===== src/rtl/mem_access_unit_if.sv =====
// CPU-request and data-memory signal bundle for mem_access_unit.
// The slave modport is the unit itself; master is the CPU/memory side.
interface mem_access_unit_if #(
  parameter int unsigned ADDR_BITS = 12
);
  logic                 Valid;
  logic                 Ready;
  logic                 Store;
  logic [1:0]           Size;
  logic                 SignExt;
  logic [31:0]          Addr;
  logic [31:0]          WData;
  logic [31:0]          PC;
  logic                 Done;
  logic [31:0]          RData;
  logic                 Exc;
  logic                 MReq;
  logic                 MWE;
  logic [ADDR_BITS-1:0] MAddr;
  logic [31:0]          MWD;
  logic [31:0]          MRD;
  logic                 MAck;

  modport slave (
    input  Valid, Store, Size, SignExt, Addr, WData, PC, MRD, MAck,
    output Ready, Done, RData, Exc, MReq, MWE, MAddr, MWD
  );

  modport master (
    output Valid, Store, Size, SignExt, Addr, WData, PC, MRD, MAck,
    input  Ready, Done, RData, Exc, MReq, MWE, MAddr, MWD
  );
endinterface


===== src/rtl/mem_access_unit.sv =====
// Load/store initiator on a word-only memory: lane select/extend on loads, RMW for sub-word stores.
// Define MEM_TRACE_EN to print one line per completed memory write.
module mem_access_unit #(
  parameter int unsigned ADDR_BITS  = 12,
  parameter int unsigned WORD_LIMIT = 3072
) (
  input logic              CLK,
  input logic              Reset,
  mem_access_unit_if.slave bus
);

  typedef enum logic [1:0] {StIdle, StRd, StWr, StResp} state_e;

  function automatic logic [31:0] extract(logic [31:0] w, logic [1:0] sz, logic [1:0] off,
                                          logic sx);
    logic [7:0]  b;
    logic [15:0] h;
    logic [31:0] r;
    b = w[{off, 3'b000} +: 8];
    h = off[1] ? w[31:16] : w[15:0];
    case (sz)
      2'b00:   r = {{24{sx & b[7]}}, b};
      2'b01:   r = {{16{sx & h[15]}}, h};
      default: r = w;
    endcase
    return r;
  endfunction

  function automatic logic [31:0] merge(logic [31:0] w, logic [1:0] sz, logic [1:0] off,
                                        logic [31:0] wd);
    logic [31:0] r;
    r = w;
    case (sz)
      2'b00: r[{off, 3'b000} +: 8] = wd[7:0];
      2'b01: begin
        if (off[1]) r[31:16] = wd[15:0];
        else        r[15:0]  = wd[15:0];
      end
      default: r = wd;
    endcase
    return r;
  endfunction

  state_e      state_q, state_d;
  logic        store_q, store_d;
  logic [1:0]  size_q, size_d;
  logic        signext_q, signext_d;
  logic [31:0] addr_q, addr_d;
  logic [31:0] wdata_q, wdata_d;
  logic [31:0] pc_q, pc_d;
  logic        mreq_q, mreq_d;
  logic        mwe_q, mwe_d;
  logic [31:0] mwd_q, mwd_d;
  logic        done_q, done_d;
  logic        exc_q, exc_d;
  logic [31:0] rdata_q, rdata_d;

  logic        misaligned, out_of_range, fault, ack;
  logic [31:0] word_idx;

  assign word_idx     = 32'(bus.Addr[ADDR_BITS+1:2]);
  assign misaligned   = ((bus.Size == 2'b01) && bus.Addr[0]) ||
                        (bus.Size[1] && (bus.Addr[1:0] != 2'b00));
  assign out_of_range = (bus.Addr[31:ADDR_BITS+2] != '0) || (word_idx >= WORD_LIMIT);
  assign fault        = misaligned || out_of_range;
  // An acknowledge only counts against a request that is actually on the bus.
  assign ack          = mreq_q && bus.MAck;

  always_comb begin
    state_d   = state_q;
    store_d   = store_q;
    size_d    = size_q;
    signext_d = signext_q;
    addr_d    = addr_q;
    wdata_d   = wdata_q;
    pc_d      = pc_q;
    mwd_d     = mwd_q;
    rdata_d   = rdata_q;
    done_d    = 1'b0;
    exc_d     = 1'b0;

    case (state_q)
      StIdle: begin
        if (bus.Valid) begin
          store_d   = bus.Store;
          size_d    = bus.Size;
          signext_d = bus.SignExt;
          addr_d    = bus.Addr;
          wdata_d   = bus.WData;
          pc_d      = bus.PC;
          if (fault) begin
            state_d = StResp;
            done_d  = 1'b1;
            exc_d   = 1'b1;
            rdata_d = '0;
          end else if (bus.Store && bus.Size[1]) begin
            state_d = StWr;
            mwd_d   = bus.WData;
          end else begin
            state_d = StRd;
          end
        end
      end
      StRd: begin
        if (ack) begin
          if (store_q) begin
            state_d = StWr;
            mwd_d   = merge(bus.MRD, size_q, addr_q[1:0], wdata_q);
          end else begin
            state_d = StResp;
            done_d  = 1'b1;
            rdata_d = extract(bus.MRD, size_q, addr_q[1:0], signext_q);
          end
        end
      end
      StWr: begin
        if (ack) begin
          state_d = StResp;
          done_d  = 1'b1;
          rdata_d = '0;
        end
      end
      StResp:  state_d = StIdle;
      default: state_d = StIdle;
    endcase

    // The request lags state entry by one cycle, which yields the one-cycle gap inside an RMW.
    mreq_d = ((state_q == StRd) || (state_q == StWr)) && (state_d == state_q);
    mwe_d  = mreq_d && (state_q == StWr);
  end

  always_ff @(posedge CLK or negedge Reset) begin
    if (!Reset) begin
      state_q   <= StIdle;
      store_q   <= 1'b0;
      size_q    <= 2'b00;
      signext_q <= 1'b0;
      addr_q    <= '0;
      wdata_q   <= '0;
      pc_q      <= '0;
      mreq_q    <= 1'b0;
      mwe_q     <= 1'b0;
      mwd_q     <= '0;
      done_q    <= 1'b0;
      exc_q     <= 1'b0;
      rdata_q   <= '0;
    end else begin
      state_q   <= state_d;
      store_q   <= store_d;
      size_q    <= size_d;
      signext_q <= signext_d;
      addr_q    <= addr_d;
      wdata_q   <= wdata_d;
      pc_q      <= pc_d;
      mreq_q    <= mreq_d;
      mwe_q     <= mwe_d;
      mwd_q     <= mwd_d;
      done_q    <= done_d;
      exc_q     <= exc_d;
      rdata_q   <= rdata_d;
    end
  end

  assign bus.Ready = (state_q == StIdle);
  assign bus.Done  = done_q;
  assign bus.Exc   = exc_q;
  assign bus.RData = rdata_q;
  assign bus.MReq  = mreq_q;
  assign bus.MWE   = mwe_q;
  assign bus.MAddr = addr_q[ADDR_BITS+1:2];
  assign bus.MWD   = mwd_q;

  logic unused_addr;
  assign unused_addr = ^addr_q[31:ADDR_BITS+2];

`ifdef MEM_TRACE_EN
  always_ff @(posedge CLK) begin
    if ((state_q == StWr) && ack) begin
      $display("%0t@%08h: *%08h <= %08h", $time, pc_q,
               {{(30 - ADDR_BITS){1'b0}}, addr_q[ADDR_BITS+1:2], 2'b00}, mwd_q);
    end
  end
`else
  logic unused_pc;
  assign unused_pc = ^pc_q;
`endif

endmodule

===== src/flat_wrapper.sv =====
// flat-port wrapper written by rule: the top's interface ports become plain ports
module mem_access_unit_flat 
#(
  parameter int unsigned ADDR_BITS  = 12,
  parameter int unsigned WORD_LIMIT = 3072
)
  (CLK, Reset, bus_Valid, bus_Store, bus_Size, bus_SignExt, bus_Addr, bus_WData, bus_PC, bus_MRD, bus_MAck, bus_Ready, bus_Done, bus_RData, bus_Exc, bus_MReq, bus_MWE, bus_MAddr, bus_MWD);
  mem_access_unit_if #(.ADDR_BITS(ADDR_BITS)) bus_i ();
  input logic CLK;
  input logic Reset;
  input wire logic [$bits(bus_i.Valid)-1:0] bus_Valid;
  input wire logic [$bits(bus_i.Store)-1:0] bus_Store;
  input wire logic [$bits(bus_i.Size)-1:0] bus_Size;
  input wire logic [$bits(bus_i.SignExt)-1:0] bus_SignExt;
  input wire logic [$bits(bus_i.Addr)-1:0] bus_Addr;
  input wire logic [$bits(bus_i.WData)-1:0] bus_WData;
  input wire logic [$bits(bus_i.PC)-1:0] bus_PC;
  input wire logic [$bits(bus_i.MRD)-1:0] bus_MRD;
  input wire logic [$bits(bus_i.MAck)-1:0] bus_MAck;
  output wire logic [$bits(bus_i.Ready)-1:0] bus_Ready;
  output wire logic [$bits(bus_i.Done)-1:0] bus_Done;
  output wire logic [$bits(bus_i.RData)-1:0] bus_RData;
  output wire logic [$bits(bus_i.Exc)-1:0] bus_Exc;
  output wire logic [$bits(bus_i.MReq)-1:0] bus_MReq;
  output wire logic [$bits(bus_i.MWE)-1:0] bus_MWE;
  output wire logic [$bits(bus_i.MAddr)-1:0] bus_MAddr;
  output wire logic [$bits(bus_i.MWD)-1:0] bus_MWD;
  assign bus_i.Valid = bus_Valid;
  assign bus_i.Store = bus_Store;
  assign bus_i.Size = bus_Size;
  assign bus_i.SignExt = bus_SignExt;
  assign bus_i.Addr = bus_Addr;
  assign bus_i.WData = bus_WData;
  assign bus_i.PC = bus_PC;
  assign bus_i.MRD = bus_MRD;
  assign bus_i.MAck = bus_MAck;
  assign bus_Ready = bus_i.Ready;
  assign bus_Done = bus_i.Done;
  assign bus_RData = bus_i.RData;
  assign bus_Exc = bus_i.Exc;
  assign bus_MReq = bus_i.MReq;
  assign bus_MWE = bus_i.MWE;
  assign bus_MAddr = bus_i.MAddr;
  assign bus_MWD = bus_i.MWD;
  mem_access_unit #(.ADDR_BITS(ADDR_BITS), .WORD_LIMIT(WORD_LIMIT)) u_core (.CLK(CLK), .Reset(Reset), .bus(bus_i));
endmodule

===== config.mk =====
export PLATFORM = sky130hd
export DESIGN_NAME = mem_access_unit_flat
export DESIGN_NICKNAME = d
export VERILOG_FILES = /design/src/rtl/mem_access_unit_if.sv /design/src/rtl/mem_access_unit.sv /design/src/flat_wrapper.sv
export SDC_FILE = /design/constraint.sdc
export NUM_CORES = 1
export LEC_CHECK = 0
export CAP_MARGIN = 20
export CORE_MARGIN = 1.5
export CORE_UTILIZATION = 47
export DETAILED_ROUTE_END_ITERATION = 16
export PLACE_DENSITY = 0.82
export SETUP_SLACK_MARGIN = 0.1
export SYNTH_ARGS = -nofsm -noshare
export SYNTH_HDL_FRONTEND = slang
export SYNTH_SLANG_ARGS = --single-unit

===== constraint.sdc =====
create_clock -name CLK -period 2.79 [get_ports CLK]
set_input_delay 0.558 -clock CLK [delete_from_list [all_inputs] [get_ports CLK]]
set_output_delay 0.558 -clock CLK [all_outputs]
set_load 0.01 [all_outputs]

Word-level counts from Yosys, hierarchy flattened
Index checks and enable logic that the tools add are counted.
W data, S select, Z words.
- add/subtract/negate cells: 1
- order comparisons: 1
- equal/unequal tests: 14
- shifts and indexed selects: 3
- mux-type cells: 32
- bitwise operators: 2
- reduce and logical (&&, ||, !) cells: 19
- operators by type and width (operator ; count):
    $mux W32 ; 10
    $pmux W32 S2 ; 3
    $pmux W32 S3 ; 1
    $mux W16 ; 3
    $bwmux W32 ; 1
    $shift A8 B7 Y32 const A ; 1
    $shiftx A32 B6 Y8 ; 1
    $shiftx A8 B7 Y32 ; 1
    $reduce_bool A18 Y1 ; 1
    $ge A12 B12 Y1 const B ; 1
    $reduce_and A6 Y1 ; 2
    $mux W2 ; 5
    $ne A2 B1 Y1 const B ; 5
    $pmux W2 S4 ; 1
    $mux W1 ; 7
    $neg A5 Y7 ; 1
    $eq A2 B1 Y1 const B ; 3
    $logic_and A1 B1 Y1 ; 6
    $ne A2 B2 Y1 const B ; 3
    $eq A2 B2 Y1 const B ; 2
    $logic_not A2 Y1 ; 2
    $logic_or A1 B1 Y1 ; 4
    $reduce_bool A2 Y1 ; 2
    $pmux W1 S3 ; 1
    other kinds (4) ; 5
- flip-flop bits (word level): 120
- input bits: 136
- word-level logic and storage cells: 84

Logic depth before layout (Yosys ltp)
Gate-level depths: netlist of run 1.
- depth after elaboration: 10
- mapped depth: 9

Worst setup path after synthesis of run 1
Ideal clock, no wire load.
- path kind: register -> register
- from: reg u_core.addr_q[1]
- to: reg u_core.mwd_q[8], in the netlist u_core.bus.MWD[8]
- library setup time: 0.083 ns
- data arrival time: 1.979 ns
- path slack: 0.728 ns
- cell stages (with the launch flop): 10
- clock period less this slack: 2.062 ns
- path through: dfrtp_1 buf_2 inv_1 ha_1 nand2_1 nor3_1 a21oi_1 o211ai_1 o21ai_0 o21ai_0
- cells in the longest elaborated chain, start to end: 7
- RTL lines (item ; line ; RTL):
    from (decl) ; mem_access_unit.sv:48 ; logic [31:0] addr_q, addr_d;
    from (signal assigned) ; mem_access_unit.sv:152 ; addr_q <= addr_d;
    $neg A5 Y7 ; mem_access_unit.sv:34 ; 2'b00: r[{off, 3'b000} +: 8] = wd[7:0];
    $shiftx A8 B7 Y32 / $shift A8 B7 Y32 (equally long branches) ; mem_access_unit.sv:34 ;
    $bwmux W32 ; mem_access_unit.sv:34 ;
    $pmux W32 S2 * ; mem_access_unit.sv:33 ; case (sz)
    $mux W32 * ; mem_access_unit.sv:106 ; if (store_q) begin
    $mux W32 * ; mem_access_unit.sv:105 ; if (ack) begin
    $pmux W32 S2 * ; mem_access_unit.sv:82 ; case (state_q)
    to (signal assigned) ; mem_access_unit.sv:157 ; mwd_q <= mwd_d;
    to (decl) ; mem_access_unit.sv:53 ; logic [31:0] mwd_q, mwd_d;
Mark *: on every way between the ends. The rest lies on a longest branch, timed or not. The select of a mux whose other input is x is not followed.
A chain may end at the register's enable or synchronous reset.

Worst setup path after layout of run 1
- from: reg u_core.state_q[0]
- to: out bus_Ready
- cells in the longest elaborated chain, start to end: 1
- RTL lines (item ; line ; RTL):
    from (decl) ; mem_access_unit.sv:44 ; state_e state_q, state_d;
    from (signal assigned) ; mem_access_unit.sv:134 ; state_q <= StIdle;
    from (signal assigned) ; mem_access_unit.sv:148 ; state_q <= state_d;
    $logic_not A2 Y1 ; mem_access_unit.sv:164 ; assign bus.Ready = (state_q == StIdle);
    to (decl) ; flat_wrapper.sv:20 ; output wire logic [$bits(bus_i.Ready)-1:0] bus_Ready;
Every way passes these cells.

==> results.md, run 1 <==
Timing:
- The worst path in the final design needs a cycle of approximately 2600 ps, including I/O delays and setup.
- Based on the critical path, the design can be clocked at up to between 300 and 400 MHz.
- The worst slew margin relative to its limit is 0.439.
- The final setup violation count is 0.
- The total negative slack for setup checks is 0 ps.
- The transition time of the tightest slew-check pin is around 840 ps.
- Setup repair after global routing left no endpoint under its margin.
- The ratio of final minimum period to clock period is 0.922.
- The max-slew violation count came to 0.
- The smallest hold slack is roughly 100 ps.
- For the final database, setup skew stands at roughly 9.9 ps.
- The final number of hold-violating endpoints was 0.

Synth:
- After synthesis the netlist holds a flip-flop and latch count of 120.
- In the post-synthesis netlist, the biggest area contributors are dfrtp_1 46%, mux2_2 13%, o21ai_0 4.8%.
- The flip-flop cell with the highest count after synthesis is dfrtp_1.
- The cell area after synthesis is 0.00656 sq mm.
- The proportion of register bits with asynchronous set or reset after synthesis is 1.00.
- The proportion of netlist area held by the largest area contributor is 0.458.
- The number of warnings reported in the yosys synthesis log is 0.
- The number of synthesized flops with an enable pin is 0.
- The sequential area share after synthesis is 0.458.
- After technology mapping, the gate count stands at around 660.
- The biggest area contributor in the post-synthesis netlist is dfrtp_1.
- The commonest cells after synthesis are 120 x dfrtp_1, 73 x mux2_2, 71 x nand2_1, 63 x o21ai_0, 42 x a21oi_1.
- By instance count, the leading cell after synthesis is dfrtp_1.
- The unique cell type count in the Yosys netlist is between 50 and 60.
- The average cell area after synthesis is roughly 10 sq um.
- The synthesized net count is 803.

Global routing:
- The number of global-route vias before repair came to between 6000 and 7000.
- The initial antenna violation count is 0.
- The pin count of the biggest net entering global routing is between 80 and 90.
- The overall fraction of global-route tracks in use is 0.307.
- The first-pass GRT wire length is roughly 34000 microns.
- The global-route congestion overflow total is 0.

Worst setup path:
- STA puts the critical path data required time at 2230 ps.
- The nature of the critical path startpoint is a register.
- The reg-to-reg endpoint is u_core.bus.MWD[7].
- STA puts the critical path data arrival time at just over 2000 ps.
- The endpoint type of the worst setup path is an output pin.
- The worst register-to-register path has a depth of 5.
- The source of the worst register-to-register timing path is u_core.size_q[0].
- The critical path is of the reg -> out type.
- The slack of the worst reg-to-reg path is around 370 ps.
- The biggest fanout along the worst timing path is 11.

Run status:
- The run finished with clean final reports.

Floorplanning:
- The die covers about 0.015 sq mm.
- The standard cell core area is around 0.013 sq mm.
- The initial utilization of the core area, before any placement, comes to 0.488.
- For this design the top-level I/O count stands at 217.
- In this run the core area contains 42 standard-cell rows.
- The die width is about 120 microns.
- The floorplan step set the die height to 121 microns.

Run:
- Across the run, the number of max-cap violations was 0.

Place:
- The half-perimeter wire length after placement is ~16000 microns.
- The final weighted congestion in routability-driven placement is ~0.94.
- Input and output buffers added on the ports amount to about 180.
- Once placement completed, the tool counted placed cells totaling 991.

Layout:
- The synthesis-to-finish area growth is 41.3%.
- The non-filler instance count after layout is 1023.
- At the end of the flow, the number of nets in the layout was about 980.
- 0 antenna diodes ended up in the layout.
- The fraction of final layout cells sized beyond drive strength 1 is 0.184.

Clock network:
- Gates resized during post-CTS repair numbered 1.
- The clock transition at the registers of the reported paths is approximately 60 ps.
- For this design, the CTS-stage hold fixing added 0 buffers.
- In this run, CTS created clock tree buffers numbering 17.
- The clock passes through at most 2 buffers.
- The H-tree depth is 4.
- TritonCTS built the clock tree.
- The sink count of the clock tree is between 100 and 150.
- The post-CTS repair timing setup buffer count is 0.
- The worst-skew pair later-pin latency is between 400 and 500 ps.
- The library cell used as clock root buffer is clkbuf_16.

Power and ir drop:
- For this design the ratio of total power to cell area is approximately 1200 mW/mm^2.
- The highest ir drop seen on vdd is around 0.0008 V.
- Summed over all cells, the static leakage comes to between 3 and 4 nW.
- The total power is between 10 and 15 mW.

Routing:
- After the first detailed-routing iteration, the DRC count stood at 555.
- In the final routed layout, each cell accounts on average for 21.1 microns.
- The total via count after detailed routing is about 6000.
- Once detail routing completed, the nets flagged for antenna violations numbered 0.
- The first TritonRoute pass finished after 7 iterations.
- Using the TritonRoute via totals, the vias-per-cell ratio works out to slightly below 6.
- The post-detailed-routing wire length is around 22000 microns.
- In the routed design, unresolved DRC markers number 0.

Worst hold path:
- The class of the most critical hold timing path is in -> async.
[cells in the final DEF, fill, tap and decap left out, types with 6 or more instances in the layout]
cell | synthesis | routed
clkbuf_16 | 0 | 17
nand2_1 | 71 | 70
clkdlybuf4s50_1 | 0 | 183
inv_1 | 31 | 31
a221oi_1 | 10 | 10
a21o_1 | 10 | 10
a22oi_1 | 21 | 21
buf_4 | 12 | 25
mux2_2 | 73 | 73
a2bb2oi_1 | 6 | 6
nor2b_1 | 15 | 15
o21ai_1 | 8 | 8
a21oi_1 | 42 | 41
nor2_1 | 32 | 32
o21ai_0 | 63 | 63
ha_1 | 9 | 7
nor3_1 | 6 | 6
a221o_1 | 10 | 10
dfrtp_1 | 120 | 120
o211ai_1 | 12 | 12
[cell type report]
class / count / area, sq um
Sequential cell: 120 / 3000
Clock buffer: 20 / 457
Tap cell: 176 / 220
Timing Repair Buffer: 213 / 2120
Multi-Input combinational cell: 451 / 3180
Clock inverter: 12 / 174
Inverter: 31 / 116
Fill cell: 1020 / 4190
[critical path, cell delays in order (launching register included)]
cell and delay [ps]:
dfrtp_1 470, inv_1 160, ha_2 380, clkdlybuf4s50_1 600
[per-stage QoR]
stage / cell area (sq um) / setup slack (ps) / util
2_1_floorplan: 6560 / 728 / -
3_3_place_gp: 8630 / 100 / 0.642
3_5_place_dp: 8630 / 54.8 / 0.642
4_1_cts: 9270 / 224 / 0.689
5_1_grt: 9270 / 154 / 0.689
6_report: 9270 / 217 / 0.689
[how the worst max path moves through the flow]
stage | startpoint | endpoint | depth (start not counted)
finish | u_core.state_q[0] | bus_Ready | 3
global route | u_core.state_q[0] | bus_Ready | 3
CTS | u_core.state_q[0] | bus_Ready | 3
detailed placement | bus_Addr[20] | u_core.bus.MWD[6] | 9
global placement | bus_Addr[16] | u_core.bus.MWD[6] | 9
floorplan | u_core.addr_q[1] | u_core.bus.MWD[8] | 9
[flip-flops by register name (all words and copies together), names as in the netlist]
register	cells
u_core.state_q	2
u_core.bus.RData	32
u_core.size_q	2
u_core.bus.MReq	1
u_core.bus.Exc	1
u_core.signext_q	1
u_core.addr_q	14
u_core.store_q	1
u_core.bus.MWD	32
u_core.wdata_q	32
u_core.bus.Done	1
u_core.bus.MWE	1
[kinds of logic (layout without fill, tap and decap cells)]
group,after synthesis,after routing,synth area share
buf+inv,87,276,0.0620
flops,120,120,0.458
simple gates,144,144,0.0980
mux,80,80,0.144
compound gates,217,217,0.220
xor+xnor,1,1,0.00134
fa+ha+maj,9,9,0.0172
[power by group]
group | switching (mW) | leakage (nW) | internal [mW]
clock | 0.808 | 0.310 | 1.54
sequential | 0.654 | 1.50 | 2.57
combinational | 2.81 | 2.13 | 2.72
[metal layers]
layer	wire (microns)	track usage	part of all wire
met1	8980	0.408	0.41
met2	10200	0.483	0.47
met4	699	0.134	0.032
met3	1790	0.0705	0.083
met5	0	0	0
(Power assumes the default switching activity.)
==> run 2, diff against run 1 <==
--- a/config.mk
+++ b/config.mk
@@ -9,7 +9,9 @@
 export CORE_MARGIN = 1.5
 export CORE_UTILIZATION = 47
 export DETAILED_ROUTE_END_ITERATION = 16
+export HOLD_SLACK_MARGIN = 0.03
 export PLACE_DENSITY = 0.82
+export REMOVE_ABC_BUFFERS = 1
 export SETUP_SLACK_MARGIN = 0.1
 export SYNTH_ARGS = -nofsm -noshare
 export SYNTH_HDL_FRONTEND = slang
==> results.md, run 2 (synthesized netlist as in run 1, its figures left out) <==
Run status:
- The flow ran to the end, and the final reports show no timing, DRC or antenna violations.

Routing:
- After detailed routing, the total wire length is 20100 microns.
- The total via count after detailed routing is between 6000 and 7000.
- After the first detailed-routing iteration, the DRC count stood at ~660.
- After detailed routing, the average wire length per cell comes to between 15 and 20 microns.
- The number of optimization iterations in the first detailed-route pass is 5.
- The met2 wire length is around 9500 microns.
- The wire length on met1 is around 8000 microns.
- In the routed design, unresolved DRC markers number 0.
- The top layer reached by signal wires is met4.
- The number of nets with antenna violations after detailed routing is 0.
- The ratio of routed vias to standard cells is 5.97.
- The met3 wire length is between 1500 and 2000 microns.

Place:
- The instance area at placement is about 0.0086 sq mm.
- The worst slack after detailed placement is between 7 and 8 ps.
- The post-placement cell count is 991.
- The final weighted congestion in routability-driven placement is around 0.88.
- The count of buffers added on input and output ports is roughly 180.
- The half-perimeter wire length after placement is between 10000 and 15000 microns.

Layout:
- The register cell area after layout is between 0.003 and 0.004 sq mm.
- The fraction of final layout cells sized beyond drive strength 1 is 0.179.
- The synthesis-to-finish area growth is 40.7%.
- Once layout is complete, the utilization of the core stands at 0.686.
- With fillers left out, the area of the finished cells amounts to roughly 0.0092 sq mm.
- The finished layout holds between 1000 and 1500 standard cells, fillers aside.
- The top cell types in the final layout, fill and taps aside, are 183 x clkdlybuf4s50_1, 120 x dfrtp_1, 73 x mux2_2, 70 x nand2_1, 63 x o21ai_0.
- The layout has approximately 1000 filler cells.
- The area taken by multi-input logic gates is between 0.003 and 0.004 sq mm.
- In the final design database the tool counted 980 nets.
- The number of antenna repair diodes is 0.
- Leaving out fill and tap cells, the most frequent cell in the layout is clkdlybuf4s50_1.

Global routing:
- Entering global routing, the biggest net connects slightly below 60 pins.
- The first global-routing pass estimated 31400 microns of wire.
- In the global route stage, overall resource usage came out at 0.280.
- The initial antenna violation count is 0.
- The global-route congestion overflow total is 0.
- The number of global-route vias before repair was ~6000.

Timing:
- The minimum setup slack in the final design is around 280 ps.
- The shortest clock period the worst path allows after layout is ~2500 ps.
- Setup violations remaining at the end of the flow were counted as 0.
- Setup repair after global routing left no endpoint under its margin.
- The final worst clock skew is about 6.1 ps.
- In this run the tightest slew margin relative to its limit is 0.195.
- The final number of hold-violating endpoints is 0.
- The tightest hold path in the finished design has a slack of about 480 ps.
- The max-slew violation count came to 0.
- The transition time of the tightest slew-check pin is approximately 1200 ps.
- Derived from the worst setup path, the maximum achievable clock frequency is approximately 400 MHz.
- The ratio of final minimum period to clock period is 0.898.
- The total negative slack for setup checks is 0 ps.

Worst setup path:
- In this run the worst path has a maximum fanout of 8.
- The slack of the worst reg-to-reg path is around 280 ps.
- On the worst path, the slowest cell contributes a delay of 530 ps.
- The largest delay contributor family on the critical path is compound AO/OA/AOI/OAI gates.
- The worst setup path is of the reg -> reg kind.
- For the worst setup path, the data required time is around 3100 ps.
- The cell type of the slowest stage on the worst timing path is o21ai_1.
- The critical path data arrival time is ~2800 ps.
- The most frequent cell on the critical path is o21ai_0.
- The critical path buffer and inverter count is 2.
- The nature of the critical path startpoint is a register.
- The endpoint type of the worst setup path is a register.
- Traced cell by cell, the critical path runs through inv_1 -> ha_1 -> nand4_1 -> o21ai_1 -> buf_4 -> a221o_1 -> o21ai_0 -> o21ai_0.

Power and ir drop:
- For this design the static power due to leakage is 3.92 nW.
- In this run the power density over the cells is 1190 mW/mm^2.
- The highest ir drop seen on vdd is 0.000612 V.
- The total power is approximately 11 mW.

Clock network:
- The TritonCTS clock tree is yes.
- The post-CTS repair timing setup buffer count is 0.
- Clock tree synthesis selected as its root buffer the cell clkbuf_16.
- The clock transition at the registers of the reported paths is roughly 60 ps.
- The worst-skew pair later-pin latency is roughly 420 ps.
- The sink count of the clock tree is 120.
- The number of CTS-inserted buffers is 17.
- CTS built an H-tree with a depth of 4.
- The buffer levels on the longest clock path is 2.

Floorplanning:
- The standard cell core area is about 0.013 sq mm.
- The die area is 0.0147 sq mm.
- The die width is 121 microns.
- The initialized floorplan defines 42 standard-cell rows.
- For this configuration, the core starts out at a cell density of 0.488.
- between 200 and 250 I/O pins were placed.
- The die boundary height is approximately 120 microns.

Run:
- The tool flagged a number of max-cap violations equal to 0.

Worst hold path:
- The class of the most critical hold timing path is reg -> reg.
-- run 2: cell types whose count changed in the layout (fill, tap and decap cells not counted), sizes merged --
cell	previous run	this run
clkinv	7	3
clkbuf	20	23
bufinv	4	2
dlygate4sd3	0	1
clkinvlp	1	3
-- run 2: tightest hold or removal path: cells and delay by family, from the launching register on --
family / cells / cell delay [ps]
flip-flops: 1 / 330
AO/OA/AOI/OAI: 1 / 60
AND/OR/NAND/NOR: 1 / 50
-- run 2: timing repair --
item,4_1_cts,5_1_grt
setup endpoints to repair,0,2
gates resized for setup,0,1
endpoints found under the hold margin,18,0
hold buffers,1,0
-- run 2: path summary, 6_finish.rpt --
| kind | startpoint | cells past startpoint | end |
|---|---|---|---|
| worst max-delay path | u_core.addr_q[1] | 8 | u_core.bus.MWD[23] |
| worst min-delay path | u_core.bus.MWD[19] | 2 | u_core.bus.MWD[19] |
| worst max register to register | u_core.addr_q[1] | 8 | u_core.bus.MWD[23] |
| worst min register to register | u_core.bus.MWD[19] | 2 | u_core.bus.MWD[19] |
| max in group asynchronous | Reset | 3 | u_core.bus.MWD[19] |
| min in group asynchronous | Reset | 2 | u_core.addr_q[10] |
-- run 2: metal layers --
metal	up-vias	global-route usage
li1	2735	-
met1	2968	0.352
met2	358	0.453
met3	49	0.0813
met4	0	0.117
met5	-	0
-- run 2: layout make-up --
| type | instances | area share |
|---|---|---|
| timing repair buffer | 214 | 0.232 |
| sequential | 120 | 0.325 |
| tap | 176 | 0.0239 |
| multi-input combinational | 451 | 0.345 |
| clock inverter | 8 | 0.0106 |
| inverter | 31 | 0.0126 |
| clock buffer | 23 | 0.0507 |
-- run 2: power breakdown --
group	total (mW)	internal [mW]	switching, mW
Combinational	5.74	2.77	2.97
Clock	2.12	1.35	0.776
Sequential	3.14	2.58	0.562
==> run 3, diff against run 2 <==
--- a/config.mk
+++ b/config.mk
@@ -9,7 +9,6 @@
 export CORE_MARGIN = 1.5
 export CORE_UTILIZATION = 47
 export DETAILED_ROUTE_END_ITERATION = 16
-export HOLD_SLACK_MARGIN = 0.03
 export PLACE_DENSITY = 0.82
 export REMOVE_ABC_BUFFERS = 1
 export SETUP_SLACK_MARGIN = 0.1
==> results.md, run 3 (synthesized netlist as in run 1, its figures left out) <==
Global routing:
- Entering global routing, the biggest net connects 58 pins.
- Across every metal layer, demand over resource in global routing totals 0.280.
- The global-route congestion overflow total is 0.
- The number of global-route vias before repair is about 6100.
- The first-pass GRT wire length is ~31000 microns.
- The initial antenna violation count is 0.

Floorplanning:
- The die width is about 120 microns.
- The initial utilization of the core area, before any placement, comes to 0.488.
- The die covers approximately 0.015 sq mm.
- The standard cell core area is 0.0135 sq mm.
- For this design the top-level I/O count stands at approximately 220.
- The die boundary height is between 100 and 150 microns.
- The floorplan has 42 rows.

Routing:
- The ratio of routed vias to standard cells is 5.96.
- The first routing iteration left roughly 700 violations.
- After detailed routing, the average wire length per cell comes to between 15 and 20 microns.
- Wires add up to 20200 microns.
- The number of nets with antenna violations after detailed routing is 0.
- The number of optimization iterations in the first detailed-route pass is 5.
- The total via count after detailed routing is slightly above 6000.
- The detailed-route DRC error count is 0.

Layout:
- The library cells used most frequently in the layout, excluding fill and tap cells, are 183 x clkdlybuf4s50_1, 120 x dfrtp_1, 73 x mux2_2, 70 x nand2_1, 63 x o21ai_0.
- The multi-input combinational cells in the finished layout cover a total of 0.00318 sq mm.
- The library cell used most frequently in the layout, excluding fill and tap cells, is clkdlybuf4s50_1.
- The fraction of final layout cells sized beyond drive strength 1 is 0.180.
- Registers take 0.00300 sq mm.
- At the end of the flow the core is filled with cells to 0.685.
- Once layout is done, the placed cells without fillers occupy between 0.009 and 0.01 sq mm.
- The layout has between 1000 and 1500 filler cells.
- The number of nets in the layout is approximately 980.
- The number of antenna repair diodes is 0.
- The synthesis-to-finish area growth is 40.5%.

Clock network:
- After clock tree synthesis, the setup repair step added 0 buffers.
- The clock transition at the registers of the reported paths is ~60 ps.
- The number of hold buffers added after CTS was 0.
- The cell sitting at the root of the clock tree is a clkbuf_16.
- At the later pin of the worst-skew pair, clock insertion delay measures about 420 ps.
- The clock tree synthesis step divided the H-tree into 4 levels.
- No sink is reached through more buffers than the 2 on the longest clock path.
- Clock tree synthesis inserted a total of 17 buffers.
- The clock drives 120 sinks.
- The number of gates resized after CTS is 0.
- TritonCTS built the clock tree.

Timing:
- Of the available clock period, the critical path in the final layout requires 0.901.
- The total negative slack for setup checks is 0 ps.
- The clock arrives with approximately 6.2 ps of skew.
- For this run, the top clock speed supported by timing is 398 MHz.
- The final number of hold-violating endpoints is 0.
- The shortest clock period the worst path allows after layout is approximately 2500 ps.
- The max-slew violation count is 0.
- Setup repair after global routing left no endpoint under its margin.
- The transition time of the tightest slew-check pin is ~1200 ps.
- The smallest hold slack is approximately 12 ps.
- The final setup violation count is 0.
- Headroom to the max-slew limit came out at 0.193.

Worst setup path:
- The nature of the critical path startpoint is a register.
- The cell type of the slowest stage on the worst timing path is nor2_2.
- STA puts the critical path data required time at ~3200 ps.
- In this design, the stage delay of the slowest critical-path cell is around 550 ps.
- The signal on the critical path passes through buf_4 -> and2b_1 -> and2_1 -> nor2_2 -> a22oi_1 -> a211oi_1 -> a21o_1.
- For the worst setup path, the data arrival time is around 2900 ps.
- The type of the worst setup path is reg -> reg.
- STA classifies the critical path endpoint as a register.
- The biggest fanout along the worst timing path is 14.

Power and ir drop:
- The switching power as a share of total power is 0.392.
- The register share of total power is 0.285.
- The highest ir drop seen on vdd is approximately 0.00061 V.
- The portion of total power attributed to combinational logic is 0.523.
- For this design the static power due to leakage is 3.91 nW.
- Of the total power, the clock network draws 0.193.
- The total power is roughly 11 mW.
- The internal power summed over all cells is approximately 6.7 mW.
- The power per cell area is between 1000 and 1500 mW/mm^2.
- Summed over all nets, the switching power comes to between 4 and 5 mW.

Place:
- The port buffer count is 184.
- The half-perimeter wire length after placement is 14200 microns.
- The congestion estimate from routability-driven global placement came to between 0.8 and 0.9.
- The instance area at placement is 0.00865 sq mm.

Run status:
- The run finished with clean final reports.

Run:
- The count of maximum capacitance violations is 0.

Worst hold path:
- The min-delay analysis places its worst path in the category in -> async.
-- run 3: layout make-up --
| cell class | count | area share |
|---|---|---|
| flip-flops and latches | 120 | 0.326 |
| clock buffers | 23 | 0.0508 |
| multi-input cells | 451 | 0.345 |
| inverters | 31 | 0.0126 |
| clock inverters | 8 | 0.0106 |
| repair buffers | 213 | 0.231 |
| well taps | 176 | 0.0239 |
-- run 3: worst max-delay path: cells and delay by family (launching register included) --
| kind | cells | cell delay, ps |
|---|---|---|
| AOI/OAI and AO/OA | 3 | 630 |
| buffers and inverters | 1 | 250 |
| and+or+nand+nor | 3 | 1120 |
| DFF | 1 | 440 |
-- run 3: power groups by stage --
stage / Combinational, mW / Sequential (mW) / Clock, mW
after CTS: 5.71 / 3.13 / 2.15
after floorplan: 2.75 / 3.38 / 0
after detailed placement: 5.66 / 3.14 / 0
after global placement: 5.53 / 3.10 / 0
after global routing: 6.18 / 3.23 / 2.22
final: 5.76 / 3.14 / 2.12
-- run 3: final timing paths --
path / endpoint / slack (ps) / startpoint / depth (start not counted)
setup / recovery: u_core.bus.MWD[1] / 280 / u_core.size_q[1] / 7
hold / removal: u_core.addr_q[10] / 10 / Reset / 1
setup reg to reg: u_core.bus.MWD[1] / 280 / u_core.size_q[1] / 7
hold reg to reg: u_core.bus.MWD[19] / 480 / u_core.bus.MWD[19] / 2
max in group asynchronous: u_core.bus.MWD[19] / 1920 / Reset / 2
min in group CLK: u_core.bus.MWD[19] / 480 / u_core.bus.MWD[19] / 2
-- run 3: per-stage QoR --
step | std cells | worst slack [ps]
finish | 1022 | 277
global route | 1022 | 137
CTS | 1022 | 273
detailed placement | 991 | 7.02
global placement | 991 | 71.4
floorplan | 602 | -1240
-- run 3: layer usage --
layer | track usage | wire length [microns] | vias up | part of all wire
li1 | - | - | 2729 | -
met1 | 0.352 | 8110 | 2961 | 0.40
met2 | 0.453 | 9640 | 353 | 0.48
met3 | 0.0813 | 1970 | 45 | 0.098
met4 | 0.117 | 442 | 0 | 0.022
met5 | 0 | 0 | - | 0
